## src/rtl/score_sseg_driver_if.sv

```systemverilog
// Display-side bundle for the score seven-segment driver: BCD score digits
// and the leading-zero control go in, multiplexed segment/anode lines come out.
interface score_sseg_driver_if;
    logic [3:0] p1_bcd0;
    logic [3:0] p1_bcd1;
    logic [3:0] p2_bcd0;
    logic [3:0] p2_bcd1;
    logic       blank_lz;
    logic [3:0] an;
    logic [6:0] seg;
    logic       dp;
    logic       frame_start;

    // score source side
    modport master (
        output p1_bcd0, p1_bcd1, p2_bcd0, p2_bcd1, blank_lz,
        input  an, seg, dp, frame_start
    );

    // display driver side
    modport slave (
        input  p1_bcd0, p1_bcd1, p2_bcd0, p2_bcd1, blank_lz,
        output an, seg, dp, frame_start
    );
endinterface

```

## src/rtl/score_sseg_driver.sv

```systemverilog
// Time-multiplexed 4-digit seven-segment driver. The four score digits are
// captured into a shadow register once per frame so a score update never
// tears the display; each digit slot begins with a dark window to suppress
// ghosting while the anode switches.
module score_sseg_driver #(
    parameter int DIGIT_CYCLES = 100000,
    parameter int BLANK_CYCLES = 2000
) (
    input  logic                clk,
    input  logic                rst_n,
    score_sseg_driver_if.slave  bus
);
    localparam int CNT_W = (DIGIT_CYCLES > 1) ? $clog2(DIGIT_CYCLES) : 1;
    localparam logic [CNT_W-1:0] CNT_LAST  = CNT_W'(DIGIT_CYCLES - 1);
    localparam logic [CNT_W-1:0] CNT_BLANK = CNT_W'(BLANK_CYCLES);

    logic [CNT_W-1:0] cnt;
    logic [1:0]       idx;
    // shadow[idx]: 0 = P2 units, 1 = P2 tens, 2 = P1 units, 3 = P1 tens
    logic [3:0][3:0]  shadow;
    logic             load_pending;

    logic             wrap;
    logic             load;
    logic             lit;
    logic [3:0]       dig;
    logic             lz_blank;

    function automatic logic [6:0] decode(input logic [3:0] d);
        case (d)
            4'd0:    decode = 7'b1000000;
            4'd1:    decode = 7'b1111001;
            4'd2:    decode = 7'b0100100;
            4'd3:    decode = 7'b0110000;
            4'd4:    decode = 7'b0011001;
            4'd5:    decode = 7'b0010010;
            4'd6:    decode = 7'b0000010;
            4'd7:    decode = 7'b1111000;
            4'd8:    decode = 7'b0000000;
            4'd9:    decode = 7'b0010000;
            default: decode = 7'b0111111;
        endcase
    endfunction

    // Slot/frame boundaries and per-slot display selection from current state.
    always_comb begin
        wrap     = (cnt == CNT_LAST);
        load     = load_pending | (wrap & (idx == 2'd3));
        lit      = (cnt >= CNT_BLANK);
        dig      = shadow[idx];
        // only tens positions (odd idx) may be suppressed
        lz_blank = bus.blank_lz & idx[0] & (dig == 4'd0);
    end

    // Slot counter and digit index; idx steps once per slot wrap.
    always_ff @(posedge clk or negedge rst_n) begin
        if (!rst_n) begin
            cnt <= '0;
            idx <= 2'd0;
        end else if (wrap) begin
            cnt <= '0;
            idx <= idx + 2'd1;
        end else begin
            cnt <= cnt + 1'b1;
        end
    end

    // Frame-coherent shadow capture: first edge out of reset, then each 3->0 wrap.
    always_ff @(posedge clk or negedge rst_n) begin
        if (!rst_n) begin
            shadow          <= '0;
            load_pending    <= 1'b1;
            bus.frame_start <= 1'b0;
        end else begin
            bus.frame_start <= load;
            if (load) begin
                shadow       <= {bus.p1_bcd1, bus.p1_bcd0, bus.p2_bcd1, bus.p2_bcd0};
                load_pending <= 1'b0;
            end
        end
    end

    // Registered segment/anode/dp drive; dark during the slot's blanking window.
    always_ff @(posedge clk or negedge rst_n) begin
        if (!rst_n) begin
            bus.an  <= 4'b1111;
            bus.seg <= 7'b1111111;
            bus.dp  <= 1'b1;
        end else if (!lit) begin
            bus.an  <= 4'b1111;
            bus.seg <= 7'b1111111;
            bus.dp  <= 1'b1;
        end else begin
            bus.an  <= ~(4'b0001 << idx);
            bus.seg <= lz_blank ? 7'b1111111 : decode(dig);
            // decimal point separates the two scores
            bus.dp  <= (idx != 2'd2);
        end
    end
endmodule

```

## src/flat_wrapper.sv

```systemverilog
// flat-port wrapper written by rule: the top's interface ports become plain ports
module score_sseg_driver_flat 
#(
    parameter int DIGIT_CYCLES = 100000,
    parameter int BLANK_CYCLES = 2000
)
  (clk, rst_n, bus_p1_bcd0, bus_p1_bcd1, bus_p2_bcd0, bus_p2_bcd1, bus_blank_lz, bus_an, bus_seg, bus_dp, bus_frame_start);
  score_sseg_driver_if bus_i ();
  input  logic clk;
  input  logic rst_n;
  input wire logic [$bits(bus_i.p1_bcd0)-1:0] bus_p1_bcd0;
  input wire logic [$bits(bus_i.p1_bcd1)-1:0] bus_p1_bcd1;
  input wire logic [$bits(bus_i.p2_bcd0)-1:0] bus_p2_bcd0;
  input wire logic [$bits(bus_i.p2_bcd1)-1:0] bus_p2_bcd1;
  input wire logic [$bits(bus_i.blank_lz)-1:0] bus_blank_lz;
  output wire logic [$bits(bus_i.an)-1:0] bus_an;
  output wire logic [$bits(bus_i.seg)-1:0] bus_seg;
  output wire logic [$bits(bus_i.dp)-1:0] bus_dp;
  output wire logic [$bits(bus_i.frame_start)-1:0] bus_frame_start;
  assign bus_i.p1_bcd0 = bus_p1_bcd0;
  assign bus_i.p1_bcd1 = bus_p1_bcd1;
  assign bus_i.p2_bcd0 = bus_p2_bcd0;
  assign bus_i.p2_bcd1 = bus_p2_bcd1;
  assign bus_i.blank_lz = bus_blank_lz;
  assign bus_an = bus_i.an;
  assign bus_seg = bus_i.seg;
  assign bus_dp = bus_i.dp;
  assign bus_frame_start = bus_i.frame_start;
  score_sseg_driver #(.DIGIT_CYCLES(DIGIT_CYCLES), .BLANK_CYCLES(BLANK_CYCLES)) u_core (.clk(clk), .rst_n(rst_n), .bus(bus_i));
endmodule
```

## config.mk

```make
export PLATFORM = sky130hd
export DESIGN_NAME = score_sseg_driver_flat
export DESIGN_NICKNAME = d
export VERILOG_FILES = /design/src/rtl/score_sseg_driver_if.sv /design/src/rtl/score_sseg_driver.sv /design/src/flat_wrapper.sv
export SDC_FILE = /design/constraint.sdc
export NUM_CORES = 1
export LEC_CHECK = 0
export BUFFER_PORTS_ARGS = -buffer_cell sky130_fd_sc_hd__buf_2
export CORE_UTILIZATION = 52
export CTS_CLUSTER_DIAMETER = 150
export DETAILED_ROUTE_END_ITERATION = 10
export PLACE_DENSITY = 0.83
export SETUP_SLACK_MARGIN = 0.2
export SLEW_MARGIN = 15
export SYNTH_ARGS = -nofsm -noshare
export SYNTH_HDL_FRONTEND = slang
export SYNTH_SLANG_ARGS = --single-unit
```

## constraint.sdc

```tcl
create_clock -name clk -period 2.4 [get_ports clk]
set_input_delay 0 -clock clk [delete_from_list [all_inputs] [get_ports clk]]
set_output_delay 0 -clock clk [all_outputs]
set_load 0.005 [all_outputs]
```

==> results of run 1 <==
-- through the flow --
step	total power, uW	instance area, um^2
floorplan	959	2310
global placement	1000	2520
detailed placement	1010	2520
CTS	1520	2790
global route	1590	2800
finish	1530	2800
-- sequential cells by signal, summed over array words and instances, names as in the netlist --
signal / cells
u_core.bus.frame_start: 1
u_core.load_pending: 1
u_core.cnt: 17
u_core.bus.seg: 7
u_core.shadow: 16
u_core.bus.an: 4
u_core.idx: 2
-- metal layers --
layer | global-route usage [%] | up-vias | part of all wire, %
li1 | - | 758 | -
met1 | 30.1 | 797 | 45
met4 | 10.7 | 0 | 1.3
met5 | 0 | - | 0
met3 | 3.45 | 6 | 3.1
met2 | 39.8 | 32 | 50
-- worst paths after layout --
| kind | start | end | slack [ps] | cells after the start |
|---|---|---|---|---|
| max | u_core.cnt[6] | u_core.cnt[10] | 300 | 5 |
| min | bus_blank_lz | u_core.bus.seg[5] | 230 | 4 |
| max reg2reg | u_core.cnt[6] | u_core.cnt[10] | 300 | 5 |
| min reg2reg | u_core.cnt[0] | u_core.cnt[0] | 510 | 1 |
| max in group asynchronous | rst_n | u_core.idx[0] | 1290 | 2 |
| min in group asynchronous | rst_n | u_core.shadow[7] | 420 | 2 |
-- critical path, cell delays in order, from the launching register on --
cell and delay, ps:
sky130_fd_sc_hd__dfrtp_1 430, sky130_fd_sc_hd__or4bb_1 560, sky130_fd_sc_hd__nor4_4 410, sky130_fd_sc_hd__buf_4 280, sky130_fd_sc_hd__nor2_1 60, sky130_fd_sc_hd__mux2_2 250
-- kinds of logic after synthesis --
logic type      Yosys count  synth area share (%)
compound gates           25                  6.54
xor+xnor                 12                  4.54
fa+ha+maj                12                  6.49
buf+inv                  15                  2.97
flops                    48                  52.5
mux                      23                  14.5
other cells               1                 0.162
simple gates             51                  12.2
-- timing repair --
item | in CTS | in global routing
hold buffers | 17 | 0
hold endpoints to repair | 52 | 0
setup buffers | 0 | 0
pin swaps | 0 | 2
resized for setup | 1 | 1
cloned | 0 | 1
setup endpoints to repair | 13 | 12
-- Yosys cell counts (2+ instances only) --
library cell,count
sky130_fd_sc_hd__nand3_1,6
sky130_fd_sc_hd__nand2_1,14
sky130_fd_sc_hd__mux4_2,4
sky130_fd_sc_hd__xnor2_1,9
sky130_fd_sc_hd__inv_1,10
sky130_fd_sc_hd__o21ai_0,9
sky130_fd_sc_hd__or2_2,2
sky130_fd_sc_hd__o21a_1,2
sky130_fd_sc_hd__clkbuf_1,2
sky130_fd_sc_hd__nor3_1,3
sky130_fd_sc_hd__xor2_1,3
sky130_fd_sc_hd__dfstp_2,12
sky130_fd_sc_hd__mux2_4,9
sky130_fd_sc_hd__nand4_1,4
sky130_fd_sc_hd__a21oi_1,9
sky130_fd_sc_hd__dfrtp_1,36
sky130_fd_sc_hd__mux2_2,9
sky130_fd_sc_hd__nor2_1,9
sky130_fd_sc_hd__ha_1,12
-- power by group through the flow --
| stage | registers, uW | logic [uW] | clock network [uW] |
|---|---|---|---|
| after detailed placement | 870 | 138 | 0 |
| final | 860 | 164 | 509 |
| after CTS | 856 | 160 | 504 |
| after global routing | 863 | 181 | 549 |
| after global placement | 869 | 134 | 0 |
| after floorplan | 864 | 94.5 | 0 |
-- cell type report --
cell class / count / area, um^2 / share of cell area [%]
Clock buffer: 8 / 90.1 / 3.22
Inverter: 10 / 37.5 / 1.34
Multi-Input combinational cell: 125 / 1050 / 37.3
Sequential cell: 48 / 1220 / 43.5
Tap cell: 50 / 62.6 / 2.23
Timing Repair Buffer: 51 / 348 / 12.4
==> run summary, run 1 <==
The number of DRC violations after detailed-routing iteration 0 came out at approximately 130. The proportion of synthesized chip area in sequential cells came out at 52.5%. The critical setup path kind is reg2reg. The floorplan die height came out at 68.7 um. The clock skew after layout is 9.95 ps.

The number of flops mapped to enable cells by yosys came out at 0. The length of the first detailed-routing pass in iterations came out at 5. Setup repair after global routing left no endpoint under its margin. Counting distinct cell types in the post-synthesis netlist gives 42. The global-route wire length before repair is about 7.7 mm.

Dividing the detail-routed wire length by the instance count gives approximately 17 um. For this configuration, the core starts out at a cell density of 55.9%. The final net count is 272. In this run the number of H-tree levels came out at 2. The synthesized net count is 218. Leaving out fill and tap cells, the most frequent cells in the layout are 35 x sky130_fd_sc_hd__dfrtp_1, 31 x sky130_fd_sc_hd__buf_2, 17 x sky130_fd_sc_hd__dlygate4sd3_1. The number of placement rows came out at 23. The number of clock buffers inserted by TritonCTS came out at 5. The vias per cell is 5.46.

The total via count after detailed routing came out at around 1600. In this run the cell area of the synthesized design comes to 0.00231 mm^2. The total wirelength of the detailed-routed design is 4.84 mm. The filler cells instantiated in the layout total 314. The part of the power in registers is 56.1%.

The repair_antennas step left the layout with diodes totalling 0. Pin placement for this block handled 32 I/O pins. The max-cap violation count came out at 0. The maximum count of clock buffers along a single path is 2. The die width came out at 68.7 um. The switching power of the nets is 369 uW. The die covers 0.00472 mm^2. The number of sinks driven by the clock tree came out at 48.

Yosys attributes the largest share of cell area to sky130_fd_sc_hd__dfrtp_1 39%, sky130_fd_sc_hd__dfstp_2 14%, sky130_fd_sc_hd__ha_1 6.5%, sky130_fd_sc_hd__mux2_4 5.8%, sky130_fd_sc_hd__mux2_2 4.4%. The run finished with clean final reports. The number of I/O port buffers is 31. The timing-limited maximum frequency is 0.476 GHz.

The worst hold slack is 235 ps. The later-pin clock latency in the skew report is 310 ps. The final instance count without filler cells came out at 292.

The area of the core region came out at approximately 0.0041 mm^2. The worst setup path is launched from a flop. Once detailed placement completed, the half-perimeter wirelength came to 2.73 mm. In this run switching power makes up 24.0% of total power. The cell count after synthesis is around 190. The register bit total from synthesis is 48.

TritonCTS built the clock tree. The worst path meets setup with between 200 and 300 ps of slack. The all-layer global routing usage came out at 23.6%. The worst slew margin relative to its limit came out at 31.0%.

The number of global-route vias before repair came to 1598. The worst path arrival time is 2290 ps. For this run the aggregate overflow at the end of global routing stands at 0. The share of flip-flops with an asynchronous set or reset is 100%. The biggest area contributor in the post-synthesis netlist is sky130_fd_sc_hd__dfrtp_1. The final count of negative-setup-slack endpoints is 0. The setup slack at placement came out at 141 ps. The final number of max-transition violations was 0. The internal power of the cells totals 1160 uW. The proportion of layout cells with a drive suffix above 1 came out at around a third. Once placement completed, the tool counted placed cells totaling between 200 and 300. The count of endpoints failing hold in the final timing report came out at 0.

In this run the worst path has a maximum fanout of 12. The type of the tightest min-delay check is in2reg. The setup TNS came out at 0 ps. The congestion estimate from routability-driven global placement came to 0.765. The slew at the pin with the worst max-slew slack came out at between 1000 and 1500 ps. During synthesis, Yosys emitted a total of 0 warnings. The number of nets still failing antenna checks after routing came out at 0. The worst setup path is captured at a flop. The number of remaining DRC errors is 0.

The number of antenna violations at the first check in global routing came out at 0. The area share of the largest cell type after synthesis came out at 38.9%. Combinational logic burns around a tenth of the power.

The register clock-pin slew on the reported worst setup and hold paths is roughly 90 ps. The power density over cell area is approximately 550 mW/mm^2. After layout, the worst path uses 87.5% of the clock period.

The most common cell after layout, fill and taps aside is sky130_fd_sc_hd__dfrtp_1. The share of total power dissipated in the clock network is 33.2%. The standby leakage power came out at about 0.0012 uW. The endpoint required time on the critical path is 2590 ps. CTS placed an instance of sky130_fd_sc_hd__clkbuf_8 at the clock tree root. At the end of the flow the core is filled with cells to 67.6%. The maximum number of pins on one net before global-route repair came out at a little under 50. IR analysis of the VDD net gives a maximum drop of between 0.3 and 0.4 mV. In the synthesized netlist the dominant register cell turns out to be sky130_fd_sc_hd__dfrtp_1. The minimum clock period came out at 2100 ps. Each instance of the synthesized netlist takes up on average 12.4 um^2. The layout overhead on the synthesized area is 21.0%.
Note: power is estimated with default switching activity, not from simulation.
==> run 2: changes to the inputs <==
- RECOVER_POWER: default -> 50
==> run summary, run 2 (synthesis results as in run 1) <==
The length of the first detailed-routing pass in iterations is 5 (unchanged). The slew at the pin with the worst max-slew slack is 1160 ps (+128 ps). The register clock-pin slew on the reported worst setup and hold paths is 90 ps (about the same). The final critical-path share of the clock period came out at 87.5% (about the same).

The register-to-register setup slack was 300 ps (about the same). The timing-limited maximum frequency is 0.476 GHz (about the same). The final net count is 272 (unchanged). The number of flip-flops in the largest register came out at 17 (unchanged). The share of total power consumed by net switching came out at 24.0% (-0.025 points). The combinational power share came out at 10.7% (about the same). The cell depth of the worst min-delay path is 4 (unchanged).

The maximum count of clock buffers along a single path came out at 2 (unchanged). The number of antenna violations at the first check in global routing is 0 (unchanged). The max-cap violation count came out at 0 (unchanged).

The worst hold path begins at bus_blank_lz. The cell-internal power came out at 1160 uW (about the same). The top fanout value on the critical path is 12 (unchanged). The number of I/O port buffers is 31 (unchanged).

The setup TNS came out at 0 ps (unchanged). The number of sinks driven by the clock tree was 48 (unchanged). The standby leakage power came out at 0.00122 uW (-1.1%). The layout overhead on the synthesized area came out at 20.4%. The depth of the CTS H-tree is 2 (unchanged). The cell area after layout is 0.00279 mm^2 (-0.49%). The number of fill cells came out at 318 (+1.3%).

The count of endpoints failing hold in the final timing report came to 0 (unchanged). The clock skew after layout was 10.0 ps (+0.0498 ps). The vias per cell came out at 5.44 (-0.31%). The endpoint required time on the critical path is 2590 ps (about the same).

The number of clock buffers inserted by TritonCTS is 5 (unchanged). For hold timing, the worst endpoint is u_core.bus.seg[5]. The maximum number of pins on one net before global-route repair is 49 (unchanged). CTS placed an instance of sky130_fd_sc_hd__clkbuf_8 at the clock tree root. The final instance count without filler cells is 292 (unchanged). The library cell used most frequently in the layout, excluding fill and tap cells, is sky130_fd_sc_hd__dfrtp_1. TritonCTS built the clock tree.

The maximum resistive drop on vdd came out at 0.342 mV (-0.39%). The cell count after placement came out at 266 (unchanged). The number of nets still failing antenna checks after routing came to 0 (unchanged). The number of remaining DRC errors came to 0 (unchanged). The run finished with clean final reports.

The proportion of layout cells with a drive suffix above 1 came out at 29.8% (-4.5 points). The number of global-route vias before repair is 1598 (unchanged). The minimum clock period is 2100 ps (+0.0480 ps). The area of the multi-input gates came to 0.00105 mm^2 (unchanged). The worst hold slack came out at 235 ps (+0.169 ps). The utilization after layout is 67.3% (-0.33 points). The most critical setup path has its startpoint at u_core.cnt[6].

The number of DRC violations after detailed-routing iteration 0 came out at 127 (+1.6%). The power density over cell area is 550 mW/mm^2 (+0.44%). The type of the tightest min-delay check is in2reg.

The die width is 68.7 um (unchanged). The overflow left after global routing is 0 (unchanged). The total wirelength of the detailed-routed design is 4.85 mm (+0.29%). The floorplan die height came out at 68.7 um (unchanged). The largest registers in the layout are u_core.cnt x17, u_core.shadow x16, u_core.bus.seg x7. The worst setup path is captured at a flop. The number of cells traversed by the worst register-to-register path is 5 (unchanged).

The setup path with the least slack is of type reg2reg. The global-route wire length before repair was 7.65 mm (unchanged). The total via count after detailed routing is 1588 (-0.31%). The library cells used most frequently in the layout, excluding fill and tap cells, are 35 x sky130_fd_sc_hd__dfrtp_1, 19 x sky130_fd_sc_hd__buf_2, 17 x sky130_fd_sc_hd__dlygate4sd3_1.

The part of the power in registers is 56.1% (about the same). Setup repair after global routing left no endpoint under its margin. The switching power of the nets is 368 uW (-0.16%). In this run the critical register-to-register path is captured at u_core.cnt[10]. The later-pin clock latency in the skew report came out at 310 ps (about the same). The overall die area came to 0.00472 mm^2 (unchanged).

The final number of max-transition violations is 0 (unchanged). The clock network fraction of design power came out at 33.2% (about the same). The launching element type of the critical path is a flop. The area of the core region came out at 0.00414 mm^2 (unchanged).

The final HPWL from detailed placement came to 2.73 mm (unchanged). The post-detailed-placement cell area is 0.00252 mm^2 (unchanged). The top-level I/O count is 32 (unchanged).

The global placement routability congestion came out at 0.765 (unchanged). The starting density of the core is 55.9% (unchanged). Ranked by flip-flop count, first place goes to u_core.cnt.

The all-layer global routing usage is 23.6% (unchanged). The wire length per cell came to 16.6 um (+0.29%). The storage element area came to 0.00122 mm^2 (unchanged).

The worst path arrival time is 2290 ps (about the same). The worst slew margin relative to its limit is 22.5% (-8.5 points). The final count of negative-setup-slack endpoints is 0 (unchanged). The number of placement rows is 23 (unchanged). The number of antenna diodes came out at 0 (unchanged).

In this run the critical register-to-register path is launched from u_core.cnt[6].
[run 2: cell count changes in the layout (fill, tap and decap cells not counted)]
cell	delta
sky130_fd_sc_hd__buf_2	-12
sky130_fd_sc_hd__clkbuf_1	+11
sky130_fd_sc_hd__clkbuf_2	+1
[run 2: area by class of cell]
class                      instances  area share (%)
multi-input combinational        125            37.5
sequential                        48            43.7
inverter                          10            1.35
timing repair buffer              51            12.0
clock buffer                       8            3.23
tap                               50            2.24
[run 2: power groups by stage]
stage	clock network (uW)	registers (uW)	logic, uW
finish	508	860	164
global route	549	863	181
CTS	504	856	160
detailed placement	0	870	138
global placement	0	869	134
floorplan	0	864	94.5
[run 2: worst max path at each step]
| stage | to | slack (ps) | cells past startpoint |
|---|---|---|---|
| floorplan | u_core.shadow[0] | 340 | 5 |
| global placement | u_core.shadow[9] | 170 | 5 |
| detailed placement | u_core.shadow[13] | 140 | 5 |
| CTS | u_core.bus.seg[1] | 290 | 6 |
| global route | u_core.bus.seg[1] | 220 | 6 |
| finish | u_core.cnt[10] | 300 | 5 |
[run 2: timing repair]
action	4_1_cts	5_1_grt
setup endpoints to repair	13	12
endpoints found under the hold margin	52	0
cloned	0	1
pin swaps	0	2
buffers inserted	0	0
hold buffers	17	0
resized for setup	1	1
[run 2: per-layer routing]
layer	global-route usage, %	up-vias	part of all wire [%]
li1	-	758	-
met1	30.1	798	46
met2	39.8	26	50
met3	3.45	6	2.8
met4	10.7	0	1.3
met5	0	-	0
[run 2: per-stage QoR]
step	power (uW)	setup WS (ps)
4_1_cts	1520	290
5_1_grt	1590	219
3_3_place_gp	1000	171
6_report	1530	299
2_1_floorplan	959	337
3_5_place_dp	1010	141
[run 2: critical path: stages (launching register included)]
cell and delay [ps]:
sky130_fd_sc_hd__dfrtp_1 430, sky130_fd_sc_hd__or4bb_1 560, sky130_fd_sc_hd__nor4_4 410, sky130_fd_sc_hd__buf_4 280
sky130_fd_sc_hd__nor2_1 60, sky130_fd_sc_hd__mux2_2 250
==> run 3: changes to the inputs <==
- CORE_ASPECT_RATIO: default -> 0.6
==> run summary, run 3 (synthesis results as in run 1) <==
The number of cells traversed by the worst register-to-register path is 4 (-1). The register clock-pin slew on the reported worst setup and hold paths came to 100 ps (about the same). The final instance count without filler cells is 302 (+3.4%).

The type of the tightest min-delay check is in2reg. The number of sinks driven by the clock tree is 48 (unchanged). The total wirelength of the detailed-routed design came out at 4.54 mm (-6.5%). The cell count after placement came out at 276 (+3.8%). TritonCTS built the clock tree. The number of nets still failing antenna checks after routing came out at 0 (unchanged).

The number of fill cells came out at 321 (+0.94%). The number of DRC violations after detailed-routing iteration 0 came out at 100 (-21%). Counting flops per register, the top entry is u_core.cnt. The floorplan die height came out at 53.7 um (-22%).

The number of placement rows is 18 (-22%). The all-layer global routing usage came out at 23.0% (-0.61 points). The endpoint required time on the critical path is 2590 ps (about the same). The number of clock buffers inserted by TritonCTS was 5 (unchanged). The worst hold path begins at bus_blank_lz. The number of I/O port buffers is 31 (unchanged). The final HPWL from detailed placement came out at 3.05 mm (+11%). On the critical path, the stage with the largest delay is an instance of sky130_fd_sc_hd__or4_4. The top fanout value on the critical path is 17 (+5). The number of antenna violations at the first check in global routing was 0 (unchanged). Relative to the synthesized area, the layout overhead comes to 22.1%.

The library cell used most frequently in the layout, excluding fill and tap cells, is sky130_fd_sc_hd__dfrtp_1. The global placement routability congestion came out at 0.785 (+2.5%). The delay contributed by the slowest stage of the critical path was 590 ps (+30 ps).

The maximum count of clock buffers along a single path was 2 (unchanged). The number of antenna diodes is 0 (unchanged). The overall die area came out at 0.00473 mm^2 (+0.18%). The proportion of layout cells with a drive suffix above 1 came out at 33.9% (+4.1 points). The cell area after layout is 0.00283 mm^2 (+1.4%). The critical path is of the reg2reg type. The number of global-route vias before repair came out at 1541 (-3.6%). The overflow left after global routing came out at 0 (unchanged).

The flow ran to the end, and the final reports show no timing, DRC or antenna violations. The wire length per cell came to 15.0 um (-9.6%). The final count of negative-setup-slack endpoints is 0 (unchanged).

The worst hold slack came out at 224 ps (-11.5 ps). The worst path arrival time is 2280 ps (about the same). The starting density of the core is 55.3% (-0.60 points). The worst slew margin relative to its limit came to 40.6% (+18 points). Following the worst setup path forward leads to its endpoint at u_core.shadow[8]. The clock tree root buffer cell is sky130_fd_sc_hd__clkbuf_8. The largest registers in the layout are u_core.cnt x17, u_core.shadow x16, u_core.bus.seg x7. Setup repair after global routing left no endpoint under its margin. The area of the multi-input gates came out at 0.00104 mm^2 (-0.84%). The area of the core region is 0.00419 mm^2 (+1.1%). STA classifies the critical path endpoint as a flop.

The post-detailed-placement cell area came to 0.00254 mm^2 (+0.50%). The count of endpoints failing hold in the final timing report came out at 0 (unchanged). The length of the first detailed-routing pass in iterations is 4 (-1). The power density over cell area is 561 mW/mm^2 (+2.1%). The standby leakage power came to 0.00123 uW (+1.4%).

The critical path goes through or4_4 > nor4_4 > a21oi_4 > mux2_4. STA classifies the critical path startpoint as a flop. The final number of max-transition violations came out at 0 (unchanged). The minimum clock period is 2090 ps (-11.3 ps).

The final critical-path share of the clock period is 87.1% (-0.47 points). The number of remaining DRC errors came out at 0 (unchanged). The post-CTS repair timing setup buffer count is 0 (unchanged).

The later-pin clock latency in the skew report is 310 ps (about the same). The max-cap violation count is 0 (unchanged). The terminus of the critical flop-to-flop path is u_core.shadow[8]. The top-level I/O count came out at 32 (unchanged).

The maximum number of pins on one net before global-route repair came to 49 (unchanged). The depth of the CTS H-tree is 2 (unchanged). The startpoint identified for the worst register-to-register timing path is u_core.cnt[11]. The slew at the pin with the worst max-slew slack was 891 ps (-272 ps). In this run the worst setup path begins at u_core.cnt[11]. The vias per cell came out at 5.25 (-3.4%).

The setup TNS is 0 ps (unchanged). The total power draw is 1590 uW (+3.6%). The final net count was 272 (unchanged). The maximum resistive drop on vdd came out at 0.392 mV (+14%). The timing-limited maximum frequency was 0.479 GHz (+0.54%).

The global-route wire length before repair came out at 7.81 mm (+2.1%). The number of flip-flops in the largest register is 17 (unchanged). The storage element area is 0.00122 mm^2 (unchanged). The die width came to 88.1 um (+28%). The register-to-register setup slack was 310 ps (about the same). In the layout the commonest cells are 35 x sky130_fd_sc_hd__dfrtp_1, 28 x sky130_fd_sc_hd__buf_2, 17 x sky130_fd_sc_hd__dlygate4sd3_1. The total via count after detailed routing is 1586 (-0.13%). The clock skew after layout was 6.85 ps (-3.16 ps).
[run 3: changes by cell type in the layout (fill, tap and decap cells not counted), sizes merged]
cell / change
clkbuf: -10
buf: +9
a21oi: -1
clkinvlp: +1
inv: +1
[run 3: final cells by class]
cell class / count / area share [%]
Clock buffer: 6 / 3.32
Clock inverter: 2 / 0.575
Inverter: 10 / 1.33
Multi-Input combinational cell: 124 / 36.7
Sequential cell: 48 / 43.1
Tap cell: 60 / 2.66
Timing Repair Buffer: 52 / 12.4
[run 3: metal layers]
layer  vias up  track usage [%]  part of all wire, %
met1       774             32.8                   51
met5         -                0                    0
met3         7             5.21                  3.8
met4         0             9.95                  1.6
li1        757                -                    -
met2        48             34.4                   44
[run 3: repair_timing]
action / in CTS / in global routing
setup endpoints to repair: 16 / 7
hold buffers: 17 / 0
pin swaps: 0 / 0
resized for setup: 1 / 1
hold endpoints to repair: 52 / 0
[run 3: per-stage QoR]
step                utilization [%]  worst slack [ps]
floorplan                         -               337
global placement               60.5               174
detailed placement             60.5               122
CTS                            67.4               299
global route                   67.5               233
finish                         67.5               310
[run 3: worst max-delay path: cells and delay by family (launching register included)]
| kind | cells | cell delay (ps) |
|---|---|---|
| compound gates | 1 | 230 |
| flops | 1 | 440 |
| mux | 1 | 350 |
| simple gates | 2 | 950 |
[run 3: report_power, final]
group / internal (uW) / switching [uW]
Sequential: 839 / 19.4
Combinational: 90.4 / 74.8
Clock: 272 / 292
[run 3: how the worst min path moves through the flow]
| stage | to | slack [ps] | cells past startpoint |
|---|---|---|---|
| 6_report | u_core.bus.seg[2] | 220 | 4 |
| 5_1_grt | u_core.bus.seg[0] | 220 | 4 |
| 4_1_cts | u_core.bus.seg[2] | 200 | 4 |
| 3_5_place_dp | u_core.shadow[5] | 220 | 1 |
| 3_3_place_gp | u_core.bus.frame_start | 230 | 1 |
| 2_1_floorplan | u_core.bus.frame_start | -300 | 0 |
